## config.mk

```make
export PLATFORM = sky130hd
export DESIGN_NAME = cache_axi_bridge
export DESIGN_NICKNAME = d
export VERILOG_FILES = /design/src/rtl/cache_axi_bridge.sv
export SDC_FILE = /design/constraint.sdc
export NUM_CORES = 1
export LEC_CHECK = 0
export ABC_CLOCK_PERIOD_IN_PS = 3080
export BUFFER_PORTS_ARGS = -buffer_cell sky130_fd_sc_hd__buf_4
export CORE_AREA = 2 2 239 241
export DETAILED_ROUTE_END_ITERATION = 10
export DIE_AREA = 0 0 241 243
export GPL_TIMING_DRIVEN = 0
export HOLD_SLACK_MARGIN = 0.03
export PLACE_DENSITY = 0.59
export RECOVER_POWER = 25
export SKIP_CTS_REPAIR_TIMING = 1
export SKIP_LAST_GASP = 1
export SYNTH_ARGS = -nofsm -noshare
export SYNTH_HDL_FRONTEND = slang
export SYNTH_SLANG_ARGS = --single-unit
```

## constraint.sdc

```tcl
create_clock -name aclk -period 3.08 [get_ports aclk]
set_input_delay 0.616 -clock aclk [delete_from_list [all_inputs] [get_ports aclk]]
set_output_delay 0.616 -clock aclk [all_outputs]
set_load 0.01 [all_outputs]
```

## src/rtl/cache_axi_bridge.sv

```systemverilog
// Bridges the core's icache/dcache/uncache rd/wr request ports onto one AXI3 master (1 read + 1 write outstanding).
// Latency: request grant is combinational; AR/AW issue the next cycle; read beats pass through to ret_* with zero added delay.
// Backpressure: rd/wr rdy are low while the owning FSM is busy; AR/AW/W valid and payload hold steady until the slave's ready.
module cache_axi_bridge #(
  parameter int LINE_WORDS = 8,
  parameter int RAW_CHECK  = 1
) (
  input  logic                    aclk,
  input  logic                    aresetn,
  // IF read request port
  input  logic                    inst_rd_req,
  input  logic [2:0]              inst_rd_type,
  input  logic [31:0]             inst_rd_addr,
  output logic                    inst_rd_rdy,
  output logic                    inst_ret_valid,
  output logic                    inst_ret_last,
  // MEM read request port
  input  logic                    data_rd_req,
  input  logic [2:0]              data_rd_type,
  input  logic [31:0]             data_rd_addr,
  output logic                    data_rd_rdy,
  output logic                    data_ret_valid,
  output logic                    data_ret_last,
  output logic [31:0]             ret_data,
  // MEM write request port
  input  logic                    data_wr_req,
  input  logic [2:0]              data_wr_type,
  input  logic [31:0]             data_wr_addr,
  input  logic [3:0]              data_wr_wstrb,
  input  logic [32*LINE_WORDS-1:0] data_wr_data,
  output logic                    data_wr_rdy,
  // AXI read address channel
  output logic [3:0]              arid,
  output logic [31:0]             araddr,
  output logic [7:0]              arlen,
  output logic [2:0]              arsize,
  output logic [1:0]              arburst,
  output logic [1:0]              arlock,
  output logic [3:0]              arcache,
  output logic [2:0]              arprot,
  output logic                    arvalid,
  input  logic                    arready,
  // AXI read data channel
  input  logic [3:0]              rid,
  input  logic [31:0]             rdata,
  input  logic                    rlast,
  input  logic                    rvalid,
  output logic                    rready,
  // AXI write address channel
  output logic [3:0]              awid,
  output logic [31:0]             awaddr,
  output logic [7:0]              awlen,
  output logic [2:0]              awsize,
  output logic [1:0]              awburst,
  output logic [1:0]              awlock,
  output logic [3:0]              awcache,
  output logic [2:0]              awprot,
  output logic                    awvalid,
  input  logic                    awready,
  // AXI write data channel
  output logic [31:0]             wdata,
  output logic [3:0]              wstrb,
  output logic                    wlast,
  output logic                    wvalid,
  input  logic                    wready,
  // AXI write response channel
  input  logic                    bvalid,
  output logic                    bready
);

  // Byte-offset bits within a cache line; line-type requests clear these.
  localparam int         OFF_W    = $clog2(LINE_WORDS * 4);
  localparam int         IDX_W    = (LINE_WORDS > 1) ? $clog2(LINE_WORDS) : 1;
  localparam logic [7:0] LINE_LEN = 8'(LINE_WORDS - 1);

  typedef enum logic [1:0] {R_IDLE, R_AR, R_DATA} rd_state_t;
  typedef enum logic [1:0] {W_IDLE, W_AW, W_DATA, W_RESP} wr_state_t;

  rd_state_t rd_state, rd_next;
  wr_state_t wr_state, wr_next;

  logic        data_grant;
  logic        inst_grant;
  logic        wr_grant;
  logic        raw_hit;
  logic        r_hit;
  logic        wr_line;
  logic [3:0]  wstrb_q;
  logic [7:0]  wcnt;
  logic [31:0] wr_words [LINE_WORDS];

  // Line requests (type[2]) are word-aligned bursts; byte/half/word go out as-is.
  function automatic logic [31:0] map_addr(input logic line, input logic [31:0] a);
    return line ? {a[31:OFF_W], {OFF_W{1'b0}}} : a;
  endfunction

  function automatic logic [7:0] map_len(input logic line);
    return line ? LINE_LEN : 8'd0;
  endfunction

  function automatic logic [2:0] map_size(input logic [2:0] t);
    return t[2] ? 3'd2 : {1'b0, t[1:0]};
  endfunction

  // AXI sideband: INCR bursts, writes tagged with id 1, everything else idle.
  assign arburst = 2'b01;
  assign arlock  = 2'b00;
  assign arcache = 4'b0000;
  assign arprot  = 3'b000;
  assign awid    = 4'd1;
  assign awburst = 2'b01;
  assign awlock  = 2'b00;
  assign awcache = 4'b0000;
  assign awprot  = 3'b000;

  // A data read that hits the line still being written must wait for its B response.
  assign raw_hit = (RAW_CHECK != 0) && (wr_state != W_IDLE) &&
                   (data_rd_addr[31:OFF_W] == awaddr[31:OFF_W]);

  // Read beats are only returned when they carry the id of the granted client.
  assign r_hit          = (rd_state == R_DATA) && rvalid && (rid == arid);
  assign inst_ret_valid = r_hit && !arid[0];
  assign data_ret_valid = r_hit &&  arid[0];
  assign inst_ret_last  = inst_ret_valid && rlast;
  assign data_ret_last  = data_ret_valid && rlast;
  assign ret_data       = r_hit ? rdata : 32'd0;

  // Write beat mux: line writes always send full strobes.
  assign wdata = wr_words[wcnt[IDX_W-1:0]];
  assign wstrb = wr_line ? 4'b1111 : wstrb_q;
  assign wlast = (wr_state == W_DATA) && (wcnt == awlen);

  // Read FSM state register.
  always_ff @(posedge aclk or negedge aresetn) begin
    if (!aresetn) rd_state <= R_IDLE;
    else          rd_state <= rd_next;
  end

  // Read FSM next state, arbitration and channel handshakes.
  always_comb begin
    rd_next     = rd_state;
    data_grant  = 1'b0;
    inst_grant  = 1'b0;
    arvalid     = 1'b0;
    rready      = 1'b0;
    inst_rd_rdy = 1'b0;
    data_rd_rdy = 1'b0;
    case (rd_state)
      R_IDLE: begin
        // Data wins; a RAW-stalled data read does not block the inst side.
        data_grant = aresetn && data_rd_req && !raw_hit;
        inst_grant = aresetn && inst_rd_req && !data_grant;
        data_rd_rdy = data_grant;
        inst_rd_rdy = inst_grant;
        if (data_grant || inst_grant) rd_next = R_AR;
      end
      R_AR: begin
        arvalid = 1'b1;
        if (arready) rd_next = R_DATA;
      end
      R_DATA: begin
        rready = 1'b1;
        if (r_hit && rlast) rd_next = R_IDLE;
      end
      default: rd_next = R_IDLE;
    endcase
  end

  // Read address registers, captured on grant and held through R_AR.
  always_ff @(posedge aclk or negedge aresetn) begin
    if (!aresetn) begin
      arid   <= 4'd0;
      araddr <= 32'd0;
      arlen  <= 8'd0;
      arsize <= 3'd0;
    end else if (data_grant) begin
      arid   <= 4'd1;
      araddr <= map_addr(data_rd_type[2], data_rd_addr);
      arlen  <= map_len(data_rd_type[2]);
      arsize <= map_size(data_rd_type);
    end else if (inst_grant) begin
      arid   <= 4'd0;
      araddr <= map_addr(inst_rd_type[2], inst_rd_addr);
      arlen  <= map_len(inst_rd_type[2]);
      arsize <= map_size(inst_rd_type);
    end
  end

  // Write FSM state register.
  always_ff @(posedge aclk or negedge aresetn) begin
    if (!aresetn) wr_state <= W_IDLE;
    else          wr_state <= wr_next;
  end

  // Write FSM next state and AW/W/B handshakes.
  always_comb begin
    wr_next     = wr_state;
    wr_grant    = 1'b0;
    data_wr_rdy = 1'b0;
    awvalid     = 1'b0;
    wvalid      = 1'b0;
    bready      = 1'b0;
    case (wr_state)
      W_IDLE: begin
        wr_grant    = aresetn && data_wr_req;
        data_wr_rdy = wr_grant;
        if (wr_grant) wr_next = W_AW;
      end
      W_AW: begin
        awvalid = 1'b1;
        if (awready) wr_next = W_DATA;
      end
      W_DATA: begin
        wvalid = 1'b1;
        if (wready && wlast) wr_next = W_RESP;
      end
      W_RESP: begin
        bready = 1'b1;
        if (bvalid) wr_next = W_IDLE;
      end
      default: wr_next = W_IDLE;
    endcase
  end

  // Write request capture (whole line payload) and beat counter.
  always_ff @(posedge aclk or negedge aresetn) begin
    if (!aresetn) begin
      awaddr  <= 32'd0;
      awlen   <= 8'd0;
      awsize  <= 3'd0;
      wr_line <= 1'b0;
      wstrb_q <= 4'd0;
      wcnt    <= 8'd0;
      for (int i = 0; i < LINE_WORDS; i++) wr_words[i] <= 32'd0;
    end else if (wr_grant) begin
      awaddr  <= map_addr(data_wr_type[2], data_wr_addr);
      awlen   <= map_len(data_wr_type[2]);
      awsize  <= map_size(data_wr_type);
      wr_line <= data_wr_type[2];
      wstrb_q <= data_wr_wstrb;
      wcnt    <= 8'd0;
      for (int i = 0; i < LINE_WORDS; i++) wr_words[i] <= data_wr_data[i*32 +: 32];
    end else if (wvalid && wready) begin
      wcnt <= wcnt + 8'd1;
    end
  end

endmodule

```

==> results.txt, run 1 <==
The run finished, with violations left. The final reports fail on max-capacitance violations, max-slew violations, negative setup slack. Data on the critical path arrives at its endpoint at 2470 ps. The library cell occupying the most area in the post-synthesis netlist is dfrtp_1.

The headroom to the max-slew limit came out at -0.7416. STA classifies the critical path startpoint as a register. The critical-path maximum fanout came out at 6. The worst register-to-register path has a setup slack of 340 ps. On the final layout, the worst hold slack is 30.72 ps.

The max-slew violation count is 243. Setup violations remaining at the end of the flow were counted as 1. The TritonCTS sink count is 343. The die area is 0.05856 sq mm.

The kind of capture point of the worst setup path is an output port. The number of fillers in the final layout came out at 5615. The total power divided by cell area came out at 943.6 mW/mm^2.

Yosys attributes the largest share of cell area to dfrtp_1 (53%), nand2_1 (20%), mux4_2 (8.9%). Setup repair after global routing could not meet its margin everywhere. The worst hold path belongs to the class in -> async.

The average cell area after synthesis is 9.494 sq um. The global placement routability congestion is 0.8888. Once routing completed, OpenROAD measured the worst setup slack at -10.67 ps. The number of DRC violations after detailed-routing iteration 0 is 818. After clock tree synthesis, the clock-pin slew on the worst setup and hold paths is 60 ps. Counting flops with an async set or reset pin after synthesis yields a share of 1.000. The initial antenna violation count came out at 10. The synthesized netlist cell count came out at 1714. The share of post-route cells with drive strength above 1 came out at 0.3673. The initial core utilization is 0.2908. The area growth from synthesis to layout is 45.00%.

The average wire per cell in the routed design is 21.60 um. The count of nets left with antenna violations after detail routing came out at 0. The post-synthesis sequential area ratio came out at 0.5274.

The die is 241 um wide. Summed over all layers, the routed wires come to 68830 um. The wire length of the first global-routing pass came out at 96910 um. The number of violations of the max-capacitance limit came out at 3. In this run the vertical extent of the chip is 243 um.

The post-layout instance count excluding filler cells came out at 3187. The critical-path cell with the highest stage delay is or4_4. Summed over all nets, the half-perimeter wirelength after detailed placement is 53000 um. TritonCTS built the clock tree. The number of nets in the finished design is 2811. The share of the cycle needed by the critical path after routing came out at 1.003. The total CTS buffers is 41.

The tree is rooted in a clkbuf_16. The register bit total from synthesis is 343. The later pin in the worst-skew pair is clocked with a latency of 580 ps. The total count of hold-check failures in the final report is 0. The number of enable flip-flop cells after synthesis came out at 0. The footprint of the flip-flops and latches is 0.008588 sq mm. The signal on the critical path passes through xor2_1 -> or4_4 -> nor4_4 -> buf_4 -> a31o_4 -> clkinv_8 -> buf_6. The kind of critical path is reg -> out. The proportion of netlist area held by the largest area contributor came out at 0.5274. The core footprint came out at 0.05595 sq mm. The via count of the first global-routing pass is 15390. In the synthesized netlist the dominant register cell turns out to be dfrtp_1.

The number of detailed-routing iterations run before antenna repair is 5. For this design the static power due to leakage is 0.01222 uW. Counting along the longest clock path gives a buffer depth of 3. During placement, the flow inserted port buffers numbering 566.

The remaining global-route overflow is 0. The cell count after placement came out at 3078. The global router's overall resource usage came out at 0.2260. The mapped netlist covers 0.01627 sq mm. VDD sags by at most 0.4871 mV. The per-cell via count in the routed design is 4.675.

The H-tree depth came out at 2. During I/O placement, the number of pins put on the boundary was 609. The multi-input combinational cell area is 0.007079 sq mm.

The number of placement rows is 87. The pin count of the biggest net entering global routing is 104. The delay of the slowest critical-path stage is 560 ps. The required time at the endpoint of the critical path came out at 2460 ps. The count of cell types in the netlist is 48.

For the final routed database, the setup TNS stands at -10.67 ps. Static timing analysis puts the maximum clock frequency at 323.6 MHz. The post-route DRC violation count is 0. The via count came out at 14900. At the pin with the least slew margin, the transition time is 2612 ps.

The count of warnings emitted by yosys is 0. The shortest period the worst path allows came out at 3091 ps. The worst clock skew on the final layout came out at 27.41 ps.
## per-stage QoR
| stage | area [sq um] | power, uW | setup slack, ps | util |
|---|---|---|---|---|
| global route | 23580 | 23640 | -98.15 | 0.4215 |
| detailed placement | 21700 | 16910 | -923.7 | 0.3879 |
| finish | 23600 | 22270 | -10.67 | 0.4217 |
| CTS | 23100 | 21990 | -1105 | 0.4128 |
| floorplan | 16420 | 12710 | 300.3 | - |
| global placement | 21610 | 16660 | -4271 | 0.3863 |
## flip-flops by register name, indices dropped and copies added, names as in the netlist, 4 cells and up
register  count
araddr       32
awaddr       32
wstrb_q       4
wcnt          8
wr_words    256
## cells in the final DEF, fill, tap and decap left out, types with 8 or more instances in the layout
cell | netlist | routed
and2_1 | 36 | 35
buf_1 | 10 | 8
buf_4 | 46 | 637
clkbuf_1 | 75 | 68
clkbuf_16 | 0 | 44
clkbuf_8 | 0 | 11
clkinv_2 | 0 | 9
conb_1 | 2 | 41
dfrtp_1 | 343 | 339
inv_1 | 15 | 13
mux2_2 | 33 | 32
mux4_2 | 64 | 64
nand2_1 | 888 | 887
nand2b_1 | 27 | 27
nor2_1 | 12 | 10
o21ai_0 | 11 | 11
o221a_2 | 27 | 27
xnor2_1 | 16 | 15
xor2_1 | 18 | 18
## critical path, delay by kind of cell (launching register included)
family | cells | cell delay [ps]
flops | 1 | 410
buf+inv | 3 | 390
simple gates | 2 | 710
compound gates | 1 | 220
xor+xnor | 1 | 160
## routing by layer
layer	track usage	up-vias	share of wire
li1	-	6816	-
met1	0.2645	7305	0.38
met2	0.3952	635	0.50
met3	0.06369	130	0.083
met4	0.07498	12	0.035
met5	0	-	0.0012
## cell families after synthesis
logic type	Yosys count	share of synthesized area
adders and majority gates	5	0.003844
muxes	99	0.1126
AOI/OAI and AO/OA	55	0.03091
DFF	343	0.5274
buffers and inverters	161	0.05121
xor gates and xnor gates	34	0.01830
other	2	0.0004615
and+or+nand+nor	1015	0.2552
## final cells by class
cell class | instances | area share
antenna | 5 | 0.0005303
buffer | 137 | 0.03521
clock buffer | 58 | 0.05085
clock inverter | 17 | 0.008113
inverter | 17 | 0.003235
multi-input combinational | 1250 | 0.3000
sequential | 343 | 0.3640
tap | 756 | 0.04009
timing repair buffer | 604 | 0.1980
## synth_stat cells, types with 7 or more instances
cell	count
nand2_1	888
dfrtp_1	343
clkbuf_1	75
mux4_2	64
buf_4	46
and2_1	36
mux2_2	33
nand2b_1	27
o221a_2	27
xor2_1	18
xnor2_1	16
inv_1	15
nor2_1	12
o21ai_0	11
buf_1	10
and3_1	8
buf_2	7
nor4b_1	7
## final timing paths
check                                            start                       end  cells after the start
worst min register to register  wstrb_q[2]$_DFFE_PN0P_    wstrb_q[2]$_DFFE_PN0P_                      2
min in group aclk                    data_wr_data[206]  wr_words[46]$_DFFE_PN0P_                      3
worst max-delay path             awaddr[6]$_DFFE_PN0P_               data_rd_rdy                      7
worst max register to register   awaddr[6]$_DFFE_PN0P_    araddr[12]$_DFFE_PN0P_                     11
worst min-delay path                           aresetn  wr_words[63]$_DFFE_PN0P_                      2
max in group asynchronous                      aresetn  wr_words[39]$_DFFE_PN0P_                      2
## where the power goes
| part | internal [uW] | switching, uW |
|---|---|---|
| clock | 2910 | 2080 |
| combinational | 4810 | 4550 |
| sequential | 6590 | 1330 |
Power figures use the tool's default switching activity.
==> run 2: changes to the inputs <==
--- a/config.mk
+++ b/config.mk
@@ -7,12 +7,15 @@
 export LEC_CHECK = 0
 export ABC_CLOCK_PERIOD_IN_PS = 3080
 export BUFFER_PORTS_ARGS = -buffer_cell sky130_fd_sc_hd__buf_4
-export CORE_AREA = 2 2 239 241
+export CELL_PAD_IN_SITES_DETAIL_PLACEMENT = 0
+export CELL_PAD_IN_SITES_GLOBAL_PLACEMENT = 1
+export CORE_AREA = 2 2 240 242
+export CTS_BUF_LIST = sky130_fd_sc_hd__clkbuf_16
 export DETAILED_ROUTE_END_ITERATION = 10
-export DIE_AREA = 0 0 241 243
+export DIE_AREA = 0 0 242 244
 export GPL_TIMING_DRIVEN = 0
 export HOLD_SLACK_MARGIN = 0.03
-export PLACE_DENSITY = 0.59
+export PLACE_DENSITY = 0.73
 export RECOVER_POWER = 25
 export SKIP_CTS_REPAIR_TIMING = 1
 export SKIP_LAST_GASP = 1
==> run 2 against run 1 <==
  * The run still ends with max-capacitance violations, max-slew violations, negative setup slack left
  * Cell count down 0.28%
  * Count of clock-buffer cells in the layout down 17
  * Sequential power about the same
  * Hold slack worse by 1.5 ps
  * Global-route usage up 0.65 points
  * Sequential share of layout area up 0.43 points
  * Clock skew down 9.5 ps
  * Register-to-register slack worse by 20 ps
  * Sequential cell count unchanged
  * Non-clock buffer count down 8
  * Largest cell class unchanged
  * Highest routed layer unchanged
==> results.txt, run 2 (synthesized netlist as in run 1, its figures left out) <==
The data arrival at the endpoint of the critical path is 2550 ps. Before antenna repair, the detailed router went through 5 iterations. The library cell used most frequently in the layout, excluding fill and tap cells, is nand2_1. The largest registers in the layout are wr_words: 256 flops, araddr: 32 flops, awaddr: 32 flops.

The per-cell via count in the routed design came out at 4.604. The worst setup path is launched from a register. Based on the critical path, the design can be clocked at up to 315.9 MHz. The transition time at the pin with the least slew margin is 1992 ps.

The clock insertion delay at the later pin of the skew report came out at 570 ps. The total overflow left after global routing is 0. The flip-flop count of the largest register, all copies and words added came out at 256. The total power divided by cell area is 937.1 mW/mm^2. The delay of the slowest critical-path stage came out at 440 ps. TritonCTS built the clock tree. The total CTS buffers is 41.

The critical-path maximum fanout came out at 8. The kind of capture point of the worst setup path is an output port. The region available for standard cell placement spans 0.05617 sq mm. The number of placement rows came out at 87. The count of nets left with antenna violations after detail routing came out at 0. The die is 244 um tall. The required time at the endpoint of the critical path came out at 2460 ps. The worst ir drop on vdd is 0.4887 mV. For this block, the via count after detailed routing is 14630. The wire length after detailed routing came out at 70370 um. The quantity of I/O buffers inserted on ports is 566.

The max-slew violation count came out at 166. The global placement routability congestion is 0.9306. The clock input transition at the sequential cells of the worst setup and hold paths is 60 ps.

The kind of critical path is reg -> out. Leaving out fill and tap cells, the most frequent cells in the layout are nand2_1 (888), buf_4 (635), dfrtp_1 (341). Setup repair after global routing could not meet its margin everywhere. The maximum clock insertion buffer count is 3. In the final design database the tool counted 2802 nets. The global router's overall resource usage came out at 0.2325. The initial antenna violation count is 12. The worst slack on hold paths came out at 29.26 ps. The leakage power came out at 0.01215 uW.

The headroom to the max-slew limit is -0.3280. The setup-violating endpoint count in the final report came out at 1. The via count of the first global-routing pass came out at 15490. 609 I/O pins were placed.

The worst clock skew on the final layout came out at 17.95 ps. The cell that appears most often on the critical path is buf_4. Setup slack on the critical path of the routed design comes to -85.76 ps. At the end of the flow the core is filled with cells to 0.4150. For this configuration, the core starts out at a cell density of 0.2897.

The first routing iteration left 812 violations. The cell count after placement is 3078. The detailed-placement wirelength estimate came out at 54700 um. The post-layout instance count excluding filler cells is 3178. Compared with the post-synthesis result, the final layout area differs by 43.26%. The total count of hold-check failures in the final report is 0. The checks that failed: max-capacitance violations, max-slew violations, negative setup slack.

The share of post-route cells with drive strength above 1 came out at 0.3598. In this run the number of H-tree levels came out at 2. The class of the worst hold path is in -> async. The shortest period the worst path allows is 3166 ps. The share of the cycle needed by the critical path after routing came out at 1.028. The average wire per cell in the routed design came out at 22.14 um. Across the run, the number of max-cap violations was 3. The die area came out at 0.05905 sq mm.

The post-route DRC violation count is 0. The cell sitting at the root of the clock tree is a clkbuf_16. The slowest stage of the critical path belongs to the cell dfrtp_1. The run finished, with violations left. Traced cell by cell, the critical path runs through xnor2_2 -> nand4_1 -> nor4_4 -> buf_4 -> and2_4 -> nor2_1 -> buf_6 -> inv_1 -> buf_4. The tree built by TritonCTS fans out to 343 sinks. The top register by number of flip-flops is wr_words. The wire length of the first global-routing pass is 101200 um. From left edge to right edge, the die measures 242 um. Entering global routing, the biggest net connects 106 pins.
run 2: per-layer routing:
metal	GRT usage	share of wire	vias up
li1	-	-	6790
met1	0.2729	0.39	7132
met2	0.4047	0.50	560
met3	0.06288	0.071	134
met4	0.09132	0.039	16
met5	0	0.0015	-
run 2: power by group:
group / total, uW / switching (uW) / internal (uW)
Clock: 4720 / 2040 / 2680
Sequential: 7940 / 1360 / 6580
Combinational: 9180 / 4520 / 4660
run 2: through the flow:
stage	instance area [sq um]	power [uW]	setup TNS, ps	worst slack, ps
2_1_floorplan	16420	12710	0	300.3
3_3_place_gp	21610	16760	-2047380	-4477
3_5_place_dp	21700	16990	-223750	-1112
4_1_cts	22990	21830	-66560	-1022
5_1_grt	23310	23200	-348.9	-178.4
6_report	23310	21850	-85.76	-85.76
run 2: final cells by class:
class                           instances  area, sq um
Sequential cell                       343         8586
Multi-Input combinational cell       1249         7059
Clock buffer                           41         1026
Antenna cell                            4        10.01
Buffer                                138        838.3
Timing Repair Buffer                  595         4516
Fill cell                            5750        32860
Tap cell                              756        945.9
Inverter                               17        76.32
Clock inverter                         35        255.2
run 2: worst paths after layout:
kind	from	end	slack [ps]	cells past startpoint
setup reg to reg	wr_state[0]$_DFFE_PN0P_	wr_words[87]$_DFFE_PN0P_	320	8
setup / recovery	awaddr[24]$_DFFE_PN0P_	inst_rd_rdy	-90	9
hold reg to reg	wr_words[49]$_DFFE_PN0P_	wr_words[49]$_DFFE_PN0P_	470	2
min in group aclk	data_wr_data[239]	wr_words[15]$_DFFE_PN0P_	230	3
hold / removal	aresetn	wr_words[130]$_DFFE_PN0P_	30	2
max in group asynchronous	aresetn	wr_words[72]$_DFFE_PN0P_	1000	3
run 2: worst max-delay path, delay by kind of cell (launching register included):
kind | cells | cell delay, ps
buffers and inverters | 4 | 490
DFF | 1 | 440
xor gates and xnor gates | 1 | 260
and+or+nand+nor | 4 | 780
==> run 3: changes to the inputs <==
--- a/config.mk
+++ b/config.mk
@@ -15,10 +15,11 @@
 export DIE_AREA = 0 0 242 244
 export GPL_TIMING_DRIVEN = 0
 export HOLD_SLACK_MARGIN = 0.03
-export PLACE_DENSITY = 0.73
+export PLACE_DENSITY = 0.69
 export RECOVER_POWER = 25
 export SKIP_CTS_REPAIR_TIMING = 1
 export SKIP_LAST_GASP = 1
+export SLEW_MARGIN = 20
 export SYNTH_ARGS = -nofsm -noshare
 export SYNTH_HDL_FRONTEND = slang
 export SYNTH_SLANG_ARGS = --single-unit
==> run 3 against run 2 <==
  * The flow still finishes with violations (max-capacitance violations, max-slew violations, negative setup slack)
  * Design area grew 0.76%
  * Highest routed layer unchanged
  * Critical path depth is the same
  * Worst setup slack gained 48 ps
  * Sequential cell count is the same
  * Critical path type unchanged
  * Cell count grew 0.28%
  * Maximum frequency grew 1.5%
  * Power grew 0.43%
  * First-iteration DRC count grew 7.5%
  * Non-clock buffer count grew 8
  * Combinational power is essentially flat
  * Count of clock-buffer cells in the layout grew 1
==> results.txt, run 3 (synthesized netlist as in run 1, its figures left out) <==
The flow ran to the end, but the final reports show violations. The final reports fail on max-capacitance violations, max-slew violations, negative setup slack. The part of the power in registers came out at 0.362. The clock input transition at the sequential cells of the worst setup and hold paths is 60 ps. The library cells used most frequently in the layout, excluding fill and tap cells, are nand2_1 (888), buf_4 (636), dfrtp_1 (340). The post-route DRC violation count is 0.

The initial antenna violation count is 10. The class of the worst hold path is in -> async. The setup slack after layout is -37.52 ps.

The clock insertion delay at the later pin of the skew report came out at 570 ps. The library cell used most frequently in the layout, excluding fill and tap cells, is nand2_1. The max-slew violation count was 126. The top-level I/O count came out at 609.

The pin count of the biggest net entering global routing is 92. STA classifies the critical path startpoint as a register. The die is 244 um tall. The worst clock skew on the final layout is 17.90 ps.

Measured along the x axis, the die boundary spans 242 um. The tree built by TritonCTS fans out to 343 sinks. The worst slack on hold paths is 40.05 ps.

The tool flagged a number of max-cap violations equal to 2. The number of nets in the finished design is 2811. The setup check on the worst reg-to-reg path leaves a slack of 310 ps. The worst register-to-register path begins at awaddr[17]$_DFFE_PN0P_. For this design the static power due to leakage is 0.01219 uW. The detailed-placement wirelength estimate is 54300 um. The number of DRC violations after detailed-routing iteration 0 is 873. The cell at the root of the clock tree is clkbuf_16. Summed over all layers, the routed wires come to 70370 um. The part of the total power dissipated in combinational logic came out at 0.418.

The remaining global-route overflow is 0. The data arrival at the endpoint of the critical path is 2500 ps. The die area is 0.05905 sq mm. The post-detailed-placement cell area came out at 0.02170 sq mm. For the pin with the worst max-slew slack, the measured transition is 2417 ps.

In the final layout, the registers with the most flip-flops are wr_words: 256 flops, araddr: 32 flops, awaddr: 32 flops. For this design the ratio of total power to cell area is 934.0 mW/mm^2. The utilization after layout is 0.4182. The wire length of the first global-routing pass is 99770 um. The H-tree depth came out at 2. In this run the standard cell core region covers 0.05617 sq mm. The switching part of the total is 0.3589. The average wire per cell in the routed design is 22.08 um. The global placement routability congestion came out at 0.9026. The share of the cycle needed by the critical path after routing came out at 1.012.

Setup repair after global routing could not meet its margin everywhere. The net switching power came out at 7874 uW. The total CTS buffers is 41. The initial core utilization is 0.2897. The share of post-route cells with drive strength above 1 is 0.3610. The register with the most flip-flops in the layout has 256 of them. Port buffering added 566 buffers. In the global route stage, overall resource usage came out at 0.2301.

The worst ir drop on vdd came out at 0.3841 mV. The endpoint identified for the worst register-to-register timing path is araddr[7]$_DFFE_PN0P_. The via count of the first global-routing pass came out at 15210. wr_words holds more flip-flops than any other register. TritonCTS built the clock tree.

The final standard cell area without fillers is 0.02349 sq mm. The headroom to the max-slew limit is -0.6111. The critical-path maximum fanout is 8. The part of the power in the clock network is 0.220. The per-cell via count in the routed design came out at 4.616.

The first detailed-routing pass took 5 iterations. STA classifies the critical path endpoint as an output port. Static timing analysis puts the maximum clock frequency at 320.8 MHz. The number of cells traversed by the worst register-to-register path came out at 11. The required time at the endpoint of the critical path is 2460 ps. The maximum clock insertion buffer count is 3. In this run the core area contains 87 standard-cell rows. The routed layout has 14710 vias. The worst setup path is of the reg -> out kind.

The internal power of the cells totals 14070 uW. The total count of hold-check failures in the final report is 0. Setup violations remaining at the end of the flow were counted as 1. The count of nets left with antenna violations after detail routing is 0. The area growth from synthesis to layout came out at 44.35%. After layout, the minimum clock period comes to 3118 ps.
## run 3: worst max-delay path by stage
stage,start,slack (ps),depth (start not counted),endpoint
2_1_floorplan,data_rd_addr[17],300,8,inst_rd_rdy
3_3_place_gp,aresetn,-4370,7,wr_words[193]$_DFFE_PN0P_
3_5_place_dp,aresetn,-1520,9,wr_words[89]$_DFFE_PN0P_
4_1_cts,aresetn,-1370,12,inst_rd_rdy
5_1_grt,awaddr[6]$_DFFE_PN0P_,-120,9,inst_rd_rdy
6_report,awaddr[17]$_DFFE_PN0P_,-40,9,inst_rd_rdy
## run 3: power groups by stage
stage / sequential, uW / combinational (uW) / clock, uW
2_1_floorplan: 7700 / 5010 / 0
3_3_place_gp: 7830 / 8910 / 0
3_5_place_dp: 7930 / 9030 / 0
4_1_cts: 7860 / 9070 / 4960
5_1_grt: 8150 / 10000 / 5150
6_report: 7940 / 9170 / 4830
## run 3: routing by layer
layer	global-route usage	routed length, um
met5	0	51
met4	0.06427	1796
met3	0.05806	4803
met2	0.4068	35910
met1	0.2775	27810
## run 3: stage by stage
step                      TNS (ps)  total power (uW)  setup WS (ps)  instances
final                       -37.52             21940         -37.52       3187
after global placement    -2055680             16750          -4367       3075
after CTS                  -247200             21890          -1365       3151
after detailed placement   -424590             16960          -1518       3078
after floorplan                  0             12710          300.3       1753
after global routing        -141.1             23300         -122.7       3182
## run 3: worst max-delay path, cell delays in order (launching register included)
cell and delay (ps):
dfrtp_2 430, xor2_1 150, or4_4 550, nor4_4 140, buf_4 170, buf_4 110, and2_4 150, nor2_4 70
inv_1 70, buf_4 110
## run 3: final cells by class
cell class	count	area (sq um)
Multi-Input combinational cell	1249	7074
Fill cell	5704	32680
Timing Repair Buffer	604	4653
Clock buffer	42	1051
Sequential cell	343	8587
Inverter	17	76.32
Antenna cell	7	17.52
Buffer	137	815.8
Clock inverter	31	260.3
Timing Repair inverter	1	8.758
Tap cell	756	945.9
